**config.mk**
```make
export PLATFORM = sky130hd
export DESIGN_NAME = bcd_counter_n
export DESIGN_NICKNAME = d
export VERILOG_FILES = /design/src/rtl/bcd_pkg.sv /design/src/rtl/bcd_digit.sv /design/src/rtl/bcd_counter_n.sv
export SDC_FILE = /design/constraint.sdc
export NUM_CORES = 1
export LEC_CHECK = 0
export BUFFER_PORTS_ARGS = -buffer_cell sky130_fd_sc_hd__buf_2
export CORE_MARGIN = 2
export CORE_UTILIZATION = 45
export DETAILED_ROUTE_END_ITERATION = 7
export GPL_TIMING_DRIVEN = 0
export PLACE_DENSITY_LB_ADDON = 0.2
export SETUP_SLACK_MARGIN = 0.02
export SLEW_MARGIN = 15
export SYNTH_ARGS = -nofsm -noshare
export SYNTH_HDL_FRONTEND = slang
export SYNTH_SLANG_ARGS = --single-unit
```
**constraint.sdc**
```tcl
create_clock -name clk -period 1.7 [get_ports clk]
set_clock_uncertainty 0.15 [all_clocks]
set_input_delay 0 -clock clk [delete_from_list [all_inputs] [get_ports clk]]
set_output_delay 0 -clock clk [all_outputs]
set_load 0.01 [all_outputs]
```
**src/rtl/bcd_pkg.sv**
```systemverilog
// Shared BCD definitions: digit type, digit bounds and a legality check.
package bcd_pkg;

    localparam logic [3:0] BCD_MAX = 4'd9;
    localparam logic [3:0] BCD_MIN = 4'd0;

    typedef logic [3:0] bcd_t;

    // A nibble is a legal BCD digit when it does not exceed 9.
    function automatic logic bcd_valid(input bcd_t digit);
        return (digit <= BCD_MAX);
    endfunction

endpackage

```
**src/rtl/bcd_digit.sv**
```systemverilog
// Single BCD digit register: load, step up/down with 9<->0 rollover,
// and flags for the cascade logic in the parent.
module bcd_digit
    import bcd_pkg::*;
(
    input  logic clk,
    input  logic rst,
    input  logic step,
    input  logic up,
    input  logic ld,
    input  bcd_t d,
    output bcd_t q,
    output logic at_max,
    output logic at_min
);

    // Digit register; load outranks step, rollover stays within 0..9.
    always_ff @(posedge clk or negedge rst) begin
        if (!rst) begin
            q <= BCD_MIN;
        end else if (ld) begin
            q <= d;
        end else if (step) begin
            if (up) begin
                q <= (q == BCD_MAX) ? BCD_MIN : q + 4'd1;
            end else begin
                q <= (q == BCD_MIN) ? BCD_MAX : q - 4'd1;
            end
        end
    end

    assign at_max = (q == BCD_MAX);
    assign at_min = (q == BCD_MIN);

endmodule

```
**src/rtl/bcd_counter_n.sv**
```systemverilog
// Multi-digit BCD counter: cascade of bcd_digit instances with enable,
// direction, validated parallel load, terminal count and sticky wrap flag.
module bcd_counter_n
    import bcd_pkg::*;
#(
    parameter int DIGITS = 2
) (
    input  logic                clk,
    input  logic                rst,
    input  logic                en,
    input  logic                up,
    input  logic                load,
    input  logic [4*DIGITS-1:0] din,
    input  logic                clr_wrap,
    output logic [4*DIGITS-1:0] count,
    output logic                tc,
    output logic                wrap,
    output logic                load_err
);

    logic [DIGITS-1:0] at_max;
    logic [DIGITS-1:0] at_min;
    logic [DIGITS-1:0] step;
    logic              din_ok;
    logic              ld_ok;
    logic              all_max;
    logic              all_min;
    logic              run_max;
    logic              run_min;

    // Load is accepted only if every nibble of din is a legal digit.
    always_comb begin
        din_ok = 1'b1;
        for (int k = 0; k < DIGITS; k++) begin
            if (!bcd_valid(din[4*k +: 4])) din_ok = 1'b0;
        end
    end

    assign ld_ok = load & din_ok;

    // Ripple the "all lower digits at terminal" condition to build per-digit steps.
    // Any load request, accepted or rejected, suppresses counting that cycle.
    always_comb begin
        run_max = 1'b1;
        run_min = 1'b1;
        step    = '0;
        for (int k = 0; k < DIGITS; k++) begin
            step[k] = en & ~load & (up ? run_max : run_min);
            run_max = run_max & at_max[k];
            run_min = run_min & at_min[k];
        end
        all_max = run_max;
        all_min = run_min;
    end

    genvar g;
    generate
        for (g = 0; g < DIGITS; g++) begin : g_digit
            bcd_digit u_digit (
                .clk    (clk),
                .rst    (rst),
                .step   (step[g]),
                .up     (up),
                .ld     (ld_ok),
                .d      (din[4*g +: 4]),
                .q      (count[4*g +: 4]),
                .at_max (at_max[g]),
                .at_min (at_min[g])
            );
        end
    endgenerate

    // Combinational so a following counter can chain off it without delay.
    assign tc = en & (up ? all_max : all_min);

    // Wrap is set by an enabled step off the terminal value; set beats clear.
    always_ff @(posedge clk or negedge rst) begin
        if (!rst) begin
            wrap <= 1'b0;
        end else begin
            wrap <= (tc & ~load) | (wrap & ~clr_wrap);
        end
    end

    // One-cycle flag for a rejected load; recomputed every cycle.
    always_ff @(posedge clk or negedge rst) begin
        if (!rst) begin
            load_err <= 1'b0;
        end else begin
            load_err <= load & ~din_ok;
        end
    end

endmodule
```
==> results.tsv, run 1 <==
metric	value	unit
status	finished, violations left	
violations	setup timing	
synth_mux_area_share	1.199	%
setup-violations-final	7	
hpwl	1537	µm
ys_warn_count	0	
required	1.78	ns
nets	160	
critPathKind	flop to flop	
drv_cap	0	
worst_pin_slew	0.4916	ns
avgSynthCellArea	8.263	µm²
detail_route.vias_per_cell	5.788	
synth_seq_area_share	29.99	%
synth_top_cells_by_area	dfrtp_1, o21ai_0, clkbuf_1	
die-width	47.07	µm
clk_latency	0.29	ns
powerDensity	976.8	nW/µm²
numCtsBuffers	3	
area_delta_synth_final	48.88	%
timing.critical_path.to_type	flop	
rows	15	
min_period	1.901	ns
drt-initial-drc-count	41	
cts_sinks	10	
ys_seq_elements	10	
core-area	1727	µm²
worst_slack	-0.2015	ns
syn_area	834.6	µm²
reg2reg_depth	4	
synth_top_area_share	29.99	%
synth_top_family_by_area	compound AO/OA/AOI/OAI gates	
relSlewSlack	67.12	%
p_leak	0.5183	nW
cp-start-kind	flop	
finish.utilization	71.96	%
cts_max_level	1	
async_flop_share	100.0	%
min_path_type	input pin to flop	
io_pins	25	
crit_path_max_incr_delay	0.46	ns
dp_cells	149	
crit_arrival	1.98	ns
synth_edf_count	0	
synth_xor_area_share	3.148	%
grt_use_total	25.14	%
antenna_found_initial	0	
rsz0062_at_grt	yes	
routedWlPerCell	15.01	µm
synth.most_common_cell	o21ai_0	
cts_tree	built	
synth_nets	115	
ys_top_cells_by_count	o21ai_0, dfrtp_1, clkbuf_1, nand2_1, nor2b_1	
worst-path-buf-inv	0	
dr_total_vias	984	
yosysTopAreaCell	dfrtp_1	
diodes	0	
ir_worst_vdd	0.0006315	V
drv_slew	0	
clkTransAtPathRegs	0.07	ns
finalPower	1.214	mW
grt_pass1_wl	3870	µm
start_util	48.33	%
dr.pass1.iters	4	
gp_congestion	0.8830	
crit_cells	4	
clock_path_buffers	2	
grt_pass1_vias	899	
synth_cell_types	41	
clockRootBuffer	clkbuf_4	
min_delay_path_depth	4	
timing.hold.ws	0.06292	ns
synthAdderAreaFrac	0	%
synth-main-ff-cell	dfrtp_1	
synthSimpleGateAreaFrac	25.19	%
syn_inst	101	
cp_top_family	compound AO/OA/AOI/OAI gates	
io_buffers	23	
grt_max_degree	12	
wirelength	2551	µm
drive_above_1_share	33.79	%
hold_viol	0	
fin_crit_sh	111.9	%
drcViolationCount	0	
fmax	525.9	MHz
final_cells	170	
slowest_stage	a2111oi_4	
synth_compound_area_share	33.73	%
dieArea	2215	µm²
route.antenna.remaining_nets	0	
path_cells	or3_4 -> a2111oi_4 -> or2_1 -> o221a_2	
grt_overflow	0	
die_h	47.07	µm
path_max_fanout	6	
[stage by stage]
step / worst slack [ns] / TNS (ns) / area (µm²)
2_1_floorplan: -0.03896 / -0.1337 / 858.3
3_3_place_gp: -0.1616 / -0.8330 / 1005
4_1_cts: -0.1462 / -0.7152 / 1222
6_report: -0.2015 / -1.044 / 1242
3_5_place_dp: -0.1570 / -0.8096 / 1005
5_1_grt: -0.2286 / -1.356 / 1242
[worst paths after layout]
path / to / slack, ns / startpoint
max: g_digit[1].u_digit.q[0]$_DFFE_PN0P_ / -0.20 / g_digit[0].u_digit.q[0]$_DFFE_PN0P_
min in group asynchronous: g_digit[0].u_digit.q[2]$_DFFE_PN0P_ / 0.59 / rst
min reg2reg: wrap$_DFF_PN0_ / 0.39 / wrap$_DFF_PN0_
min: g_digit[0].u_digit.q[0]$_DFFE_PN0P_ / 0.06 / en
max in group asynchronous: g_digit[0].u_digit.q[3]$_DFFE_PN0P_ / 0.45 / rst
max reg2reg: g_digit[1].u_digit.q[0]$_DFFE_PN0P_ / -0.20 / g_digit[0].u_digit.q[0]$_DFFE_PN0P_
[cell families (layout without fill, tap and decap cells)]
kind of cell	Yosys count	count (layout)
muxes	1	1
AOI/OAI and AO/OA	37	37
xor gates and xnor gates	3	3
DFF	10	10
buffers and inverters	13	57
and+or+nand+nor	37	37
[power by group]
group | leakage [nW] | switching, mW | internal (mW) | total (mW)
sequential | 0.117 | 0.0652 | 0.289 | 0.354
clock | 0.0210 | 0.104 | 0.131 | 0.235
combinational | 0.380 | 0.324 | 0.300 | 0.625
total | 0.518 | 0.494 | 0.720 | 1.21
[worst reg2reg max path, delay by kind of cell, from the launching register on]
kind / cells / cell delay [ns]
flip-flops: 1 / 0.41
AO/OA/AOI/OAI: 2 / 0.66
AND/OR/NAND/NOR: 2 / 0.63
[final cells by class]
| cell class | instances | area [µm²] |
|---|---|---|
| plain buffers | 8 | 48.80 |
| repair buffers | 42 | 292.8 |
| multi-input cells | 78 | 570.5 |
| fillers | 136 | 484.2 |
| well taps | 25 | 31.28 |
| flip-flops and latches | 10 | 251.5 |
| clock buffers | 4 | 36.28 |
| inverters | 3 | 11.26 |
[flip-flops by register name, summed over array words and instances, names as in the netlist]
name,cells
load_err,1
wrap,1
g_digit.u_digit.q,8
[what timing repair did]
action / in CTS / in global routing
setup endpoints to repair: 8 / 11
setup buffers: 4 / 1
resized for setup: 4 / 6
pin swaps: 2 / 3
hold buffers: 14 / 0
hold endpoints to repair: 20 / 0
[layer usage]
layer,track usage [%],wire length [µm],vias up
met5,0,0,-
met4,17.22,66,0
met3,3.462,180,7
met2,40.82,1270,44
met1,30.66,1033,467
li1,-,-,466
[cells in the final DEF (no fill, tap or decap), types with 4 or more instances in the layout]
master / instances
buf_4: 5
clkbuf_1: 5
buf_2: 24
nand2_1: 8
nor2b_1: 5
nand3_1: 4
dfrtp_1: 9
a21oi_1: 4
o21ai_0: 10
dlygate4sd3_1: 14
Note: power is estimated with default switching activity, not from simulation.
==> run 2: changes to the inputs <==
--- a/config.mk
+++ b/config.mk
@@ -5,9 +5,10 @@
 export SDC_FILE = /design/constraint.sdc
 export NUM_CORES = 1
 export LEC_CHECK = 0
+export ABC_AREA = 1
 export BUFFER_PORTS_ARGS = -buffer_cell sky130_fd_sc_hd__buf_2
 export CORE_MARGIN = 2
-export CORE_UTILIZATION = 45
+export CORE_UTILIZATION = 46
 export DETAILED_ROUTE_END_ITERATION = 7
 export GPL_TIMING_DRIVEN = 0
 export PLACE_DENSITY_LB_ADDON = 0.2
==> run 2 against run 1 <==
Compared with the run above:
- the flow now finishes without violations
- cell area grew 2.7%
- critical path depth grew 2
- fmax grew 19%
- count of clock-buffer cells in the layout shrank 1
- worst setup slack gained 0.30 ns
- highest routed layer is now met3
==> results.tsv, run 2 <==
metric	value	unit
rows	15	
ys_seq_elements	10	
setup-violations-final	0	
fin_crit_sh	93.99	%
setup-tns-final	0	ns
io_pins	25	
ys_warn_count	0	
required	1.55	ns
status	finished clean	
nets	200	
grt_max_degree	11	
synth-main-ff-cell	dfrtp_1	
cts_tree	built	
worst_pin_slew	0.4855	ns
clkTransAtPathRegs	0.06	ns
die-width	47.82	µm
detail_route.vias_per_cell	4.990	
drive_above_1_share	34.24	%
grt_pass1_wl	3801	µm
synth_edf_count	0	
cts_sinks	10	
final_cell_mix	nand2_1, buf_2, nand3_1	
synth.most_common_cell	nand2_1	
min_path_type	input pin to flop	
min_period	1.598	ns
route.antenna.remaining_nets	0	
crit_arrival	1.45	ns
dr_total_vias	1043	
cts_max_level	1	
die_h	47.82	µm
io_buffers	24	
clockRootBuffer	clkbuf_4	
clk_latency	0.25	ns
drv_cap	0	
numCtsBuffers	3	
p_leak	0.6751	nW
hpwl	1679	µm
synth_top_area_share	28.33	%
routedWlPerCell	11.62	µm
synth_top_cells_by_area	dfrtp_1, nand2_1, nand3_1	
drv_slew	0	
start_util	50.07	%
wirelength	2428	µm
critPathKind	flop to output port	
path_max_fanout	4	
synth_cell_types	25	
largest_register_ffs	8	
gp_congestion	0.8585	
timing.critical_path.to_type	output port	
final_common_cell	nand2_1	
dr.pass1.iters	4	
core-area	1764	µm²
antenna_found_initial	0	
dieArea	2287	µm²
grt_use_total	23.96	%
rsz0062_at_grt	no	
avgSynthCellArea	6.543	µm²
diodes	0	
grt_pass1_vias	922	
clock_path_buffers	2	
syn_inst	135	
async_flop_share	100.0	%
ys_top_cells_by_count	nand2_1, nand3_1, inv_1, dfrtp_1, nor2_1	
relSlewSlack	67.53	%
top_register	g_digit.u_digit.q	
yosysTopAreaCell	dfrtp_1	
area_delta_synth_final	44.48	%
ir_worst_vdd	0.0007539	V
fmax	625.8	MHz
grt_overflow	0	
syn_area	883.3	µm²
synth_seq_area_share	28.33	%
timing.hold.ws	0.09494	ns
cp-start-kind	flop	
drcViolationCount	0	
hold_viol	0	
powerDensity	1121	nW/µm²
largest_registers	g_digit.u_digit.q (8), load_err (1), wrap (1)	
drt-initial-drc-count	34	
synth_nets	149	
run 2: cell types whose count changed after synthesis, sizes merged, moves of 5 or more:
| cell | change |
|---|---|
| nor2 | +10 |
| nor2b | -5 |
| clkbuf | -9 |
| inv | +15 |
| nand3 | +14 |
| nand2 | +42 |
run 2: metrics by stage:
step / instance area, µm² / power, mW / instances / util [%] / worst slack, ns
after floorplan: 883.3 / 0.9159 / 135 / - / 0.2999
after global placement: 1035 / 1.099 / 184 / 58.65 / 0.2400
after detailed placement: 1035 / 1.122 / 184 / 58.65 / 0.2152
after CTS: 1206 / 1.324 / 201 / 68.37 / 0.02308
after global routing: 1276 / 1.565 / 209 / 72.34 / 0.03104
final: 1276 / 1.431 / 209 / 72.34 / 0.1021
run 2: report_power, final:
group | switching (mW) | leakage, nW | internal (mW)
logic | 0.453 | 0.545 | 0.362
clock network | 0.0731 | 0.0138 | 0.0814
registers | 0.141 | 0.116 | 0.321
run 2: worst paths after layout:
check | slack, ns | to | startpoint | depth (start not counted)
setup / recovery | 0.10 | tc | g_digit[0].u_digit.q[2]$_DFFE_PN0P_ | 6
hold / removal | 0.09 | g_digit[1].u_digit.q[2]$_DFFE_PN0P_ | up | 5
setup reg to reg | 0.20 | g_digit[1].u_digit.q[1]$_DFFE_PN0P_ | g_digit[0].u_digit.q[2]$_DFFE_PN0P_ | 9
max in group asynchronous | 0.42 | g_digit[0].u_digit.q[0]$_DFFE_PN0P_ | rst | 3
hold reg to reg | 0.36 | wrap$_DFF_PN0_ | wrap$_DFF_PN0_ | 2
min in group asynchronous | 0.63 | g_digit[1].u_digit.q[3]$_DFFE_PN0P_ | rst | 3
run 2: per-layer routing:
layer | GRT usage, % | vias to the layer above | share of wire [%]
met2 | 40.27 | 31 | 51
met5 | 0 | - | 0
met4 | 8.108 | 0 | 0
li1 | - | 533 | -
met1 | 31.70 | 479 | 45
met3 | 3.019 | 0 | 3.5
run 2: critical path: stages, from the launching register on:
cell      delay (ns)
dfrtp_2         0.43
inv_2           0.11
nand2_2         0.10
o21ai_4         0.16
nand3_1         0.08
a211oi_1        0.16
buf_2           0.16
run 2: area by class of cell:
cell class	instances	area, µm²
repair buffers	46	320.3
well taps	25	31.28
fillers	158	488.0
flip-flops and latches	10	259.0
plain buffers	2	22.52
multi-input cells	105	553.0
clock buffers	3	22.52
inverters	18	67.56
run 2: cells by family (layout without fill, tap and decap cells):
logic type	after synthesis	in the layout	share of synthesized area (%)
xor+xnor	2	2	1.983
flops	10	10	28.33
compound gates	16	16	12.32
buf+inv	20	69	10.20
simple gates	87	87	47.17
run 2: repair_timing:
action	in CTS	in global routing
endpoints found under the setup margin	1	1
hold buffers	14	0
pin swaps	1	3
gates cloned	0	0
resized for setup	4	5
setup buffers	0	8
endpoints found under the hold margin	20	0
==> run 3: changes to the inputs <==
--- a/config.mk
+++ b/config.mk
@@ -8,12 +8,13 @@
 export ABC_AREA = 1
 export BUFFER_PORTS_ARGS = -buffer_cell sky130_fd_sc_hd__buf_2
 export CORE_MARGIN = 2
-export CORE_UTILIZATION = 46
+export CORE_UTILIZATION = 45
 export DETAILED_ROUTE_END_ITERATION = 7
 export GPL_TIMING_DRIVEN = 0
-export PLACE_DENSITY_LB_ADDON = 0.2
+export PLACE_DENSITY = 0.79
 export SETUP_SLACK_MARGIN = 0.02
 export SLEW_MARGIN = 15
 export SYNTH_ARGS = -nofsm -noshare
 export SYNTH_HDL_FRONTEND = slang
+export SYNTH_HIERARCHICAL = 1
 export SYNTH_SLANG_ARGS = --single-unit
==> run 3 against run 2 <==
Compared with the run above:
- utilization is 2.0 points higher
- sequential power shrank 22%
- largest power group unchanged
- sequential share of layout area is 0.72 points lower
- first-iteration DRC count is 2.9% higher
- highest routed layer is now met4
- via count increased by 13%
==> results.tsv, run 3 <==
metric	value	unit
status	finished clean	
grt_overflow	0	
core-area	1745	µm²
io_buffers	24	
drv_cap	0	
wl_met2	1508	µm
grt_use_total	25.57	%
die-width	47.42	µm
top_register	g_digit.u_digit/q	
reg2reg_depth	8	
clkTransAtPathRegs	0.07	ns
r2r_end	g_digit[1].u_digit/q[0]$_DFFE_PN0P_	
synth_cell_types	15	
syn_inst	142	
avgSynthCellArea	5.974	µm²
cp-start-kind	input pin	
setup-tns-final	0	ns
ys_warn_count	6	
met3_length	187	µm
timing.critical_path.to_type	flop	
detail_route.vias_per_cell	5.384	
numCtsBuffers	3	
dr_total_vias	1179	
min_period	1.667	ns
io_pins	25	
timing.hold.ws	0.07473	ns
ff2ff_setup_slack	0.06	ns
cts_sinks	10	
grt_max_degree	13	
top_layer_used	met4	
finalPower	1.218	mW
synth.most_common_cell	nand2_1	
ys_seq_elements	10	
largest_registers	g_digit.u_digit/q (8), load_err (1), wrap (1)	
hpwl	1571	µm
drt-initial-drc-count	35	
route.antenna.remaining_nets	0	
nets	210	
required	1.75	ns
synth_top_area_share	29.50	%
drive_above_1_share	35.05	%
critPathLaunch	din[1]	
drv_slew	0	
path_max_fanout	12	
min_path_type	input pin to flop	
setup-violations-final	0	
largest_register_ffs	8	
endpoint	g_digit[0].u_digit/q[2]$_DFFE_PN0P_	
clock_path_buffers	2	
final_cell_mix	nand2_1, buf_2, inv_1, nand3_1, dlygate4sd3_1	
critPathKind	input pin to flop	
drt-met1-wl	1230	µm
hold_viol	0	
fmax	599.9	MHz
diodes	0	
routedWlPerCell	14.11	µm
antenna_found_initial	0	
rsz0062_at_grt	yes	
wirelength	3090	µm
cts_max_level	1	
relSlewSlack	66.69	%
rows	15	
synth_nets	156	
cts_tree	built	
dr.pass1.iters	4	
powerDensity	939.0	nW/µm²
syn_area	848.3	µm²
clockRootBuffer	clkbuf_4	
clk_latency	0.27	ns
synth_seq_area_share	29.50	%
start_util	48.60	%
r2r_start	g_digit[0].u_digit/q[3]$_DFFE_PN0P_	
crit_arrival	1.72	ns
synth_top_cells_by_area	dfrtp_1, nand2_1, nand3_1	
place_area	999.7	µm²
area_delta_synth_final	52.95	%
drcViolationCount	0	
grt_pass1_wl	4002	µm
synth_edf_count	0	
fillers	124	
grt_pass1_vias	964	
yosysTopAreaCell	dfrtp_1	
synth-main-ff-cell	dfrtp_1	
async_flop_share	100.0	%
ir_worst_vdd	0.0007291	V
final_common_cell	nand2_1	
ys_top_cells_by_count	nand2_1, nand3_1, inv_1, dfrtp_1, nor2_1	
fin_crit_sh	98.05	%
fin_area	1297	µm²
gp_congestion	0.8550	
p_leak	0.7454	nW
dieArea	2249	µm²
worst_pin_slew	0.4991	ns
die_h	47.42	µm
run 3: worst min path at each step:
stage                     from  cells after the start                                  end  slack, ns
after detailed placement   rst                      1  g_digit[0].u_digit/q[0]$_DFFE_PN0P_      -0.28
after global routing      load                      6  g_digit[1].u_digit/q[0]$_DFFE_PN0P_       0.10
after floorplan            rst                      0  g_digit[0].u_digit/q[0]$_DFFE_PN0P_      -0.45
after CTS                 load                      6  g_digit[1].u_digit/q[0]$_DFFE_PN0P_       0.05
after global placement     rst                      1  g_digit[0].u_digit/q[0]$_DFFE_PN0P_      -0.28
final                     load                      5  g_digit[0].u_digit/q[1]$_DFFE_PN0P_       0.07
run 3: critical path: stages:
cell and delay (ns):
buf_2 0.12, o21ai_1 0.26, nand2_1 0.12, nor2_2 0.41, nand2_1 0.14, dlygate4sd3_1 0.58
nand3_1 0.10
run 3: layout make-up:
type | instances | area (µm²) | share of cell area [%]
clock buffers | 3 | 22.52 | 1.736
repair buffers | 49 | 342.8 | 26.42
plain buffers | 2 | 18.77 | 1.446
flip-flops and latches | 10 | 254.0 | 19.58
multi-input cells | 108 | 545.5 | 42.04
well taps | 25 | 31.28 | 2.411
inverters | 22 | 82.58 | 6.365
run 3: routing by layer:
layer  vias to the layer above  global-route usage [%]
li1                        551                       -
met1                       541                   31.84
met2                        63                   41.89
met3                        24                   3.774
met4                         0                   15.00
met5                         -                       0
run 3: cell families (layout without fill, tap and decap cells):
group	Yosys count	in the layout	share of synthesized area [%]
AOI/OAI and AO/OA	11	11	7.965
DFF	10	10	29.50
and+or+nand+nor	97	97	51.62
buffers and inverters	24	76	10.91
run 3: through the flow:
step	instances	util (%)	setup slack [ns]
finish	219	74.34	0.03311
global route	219	74.34	-0.05788
CTS	212	69.18	0.02204
detailed placement	191	57.28	-0.08060
global placement	191	57.28	-0.01732
floorplan	142	-	0.04385
run 3: report_power, final:
group          switching (mW)  internal (mW)  total [mW]
logic                   0.396          0.300       0.696
clock network          0.0817         0.0818       0.163
registers              0.0706          0.288       0.359
run 3: what timing repair did:
action / 4_1_cts / 5_1_grt
setup buffers: 4 / 7
endpoints found under the setup margin: 5 / 7
hold buffers: 14 / 0
hold endpoints to repair: 20 / 0
resized for setup: 6 / 14
pin swaps: 2 / 8
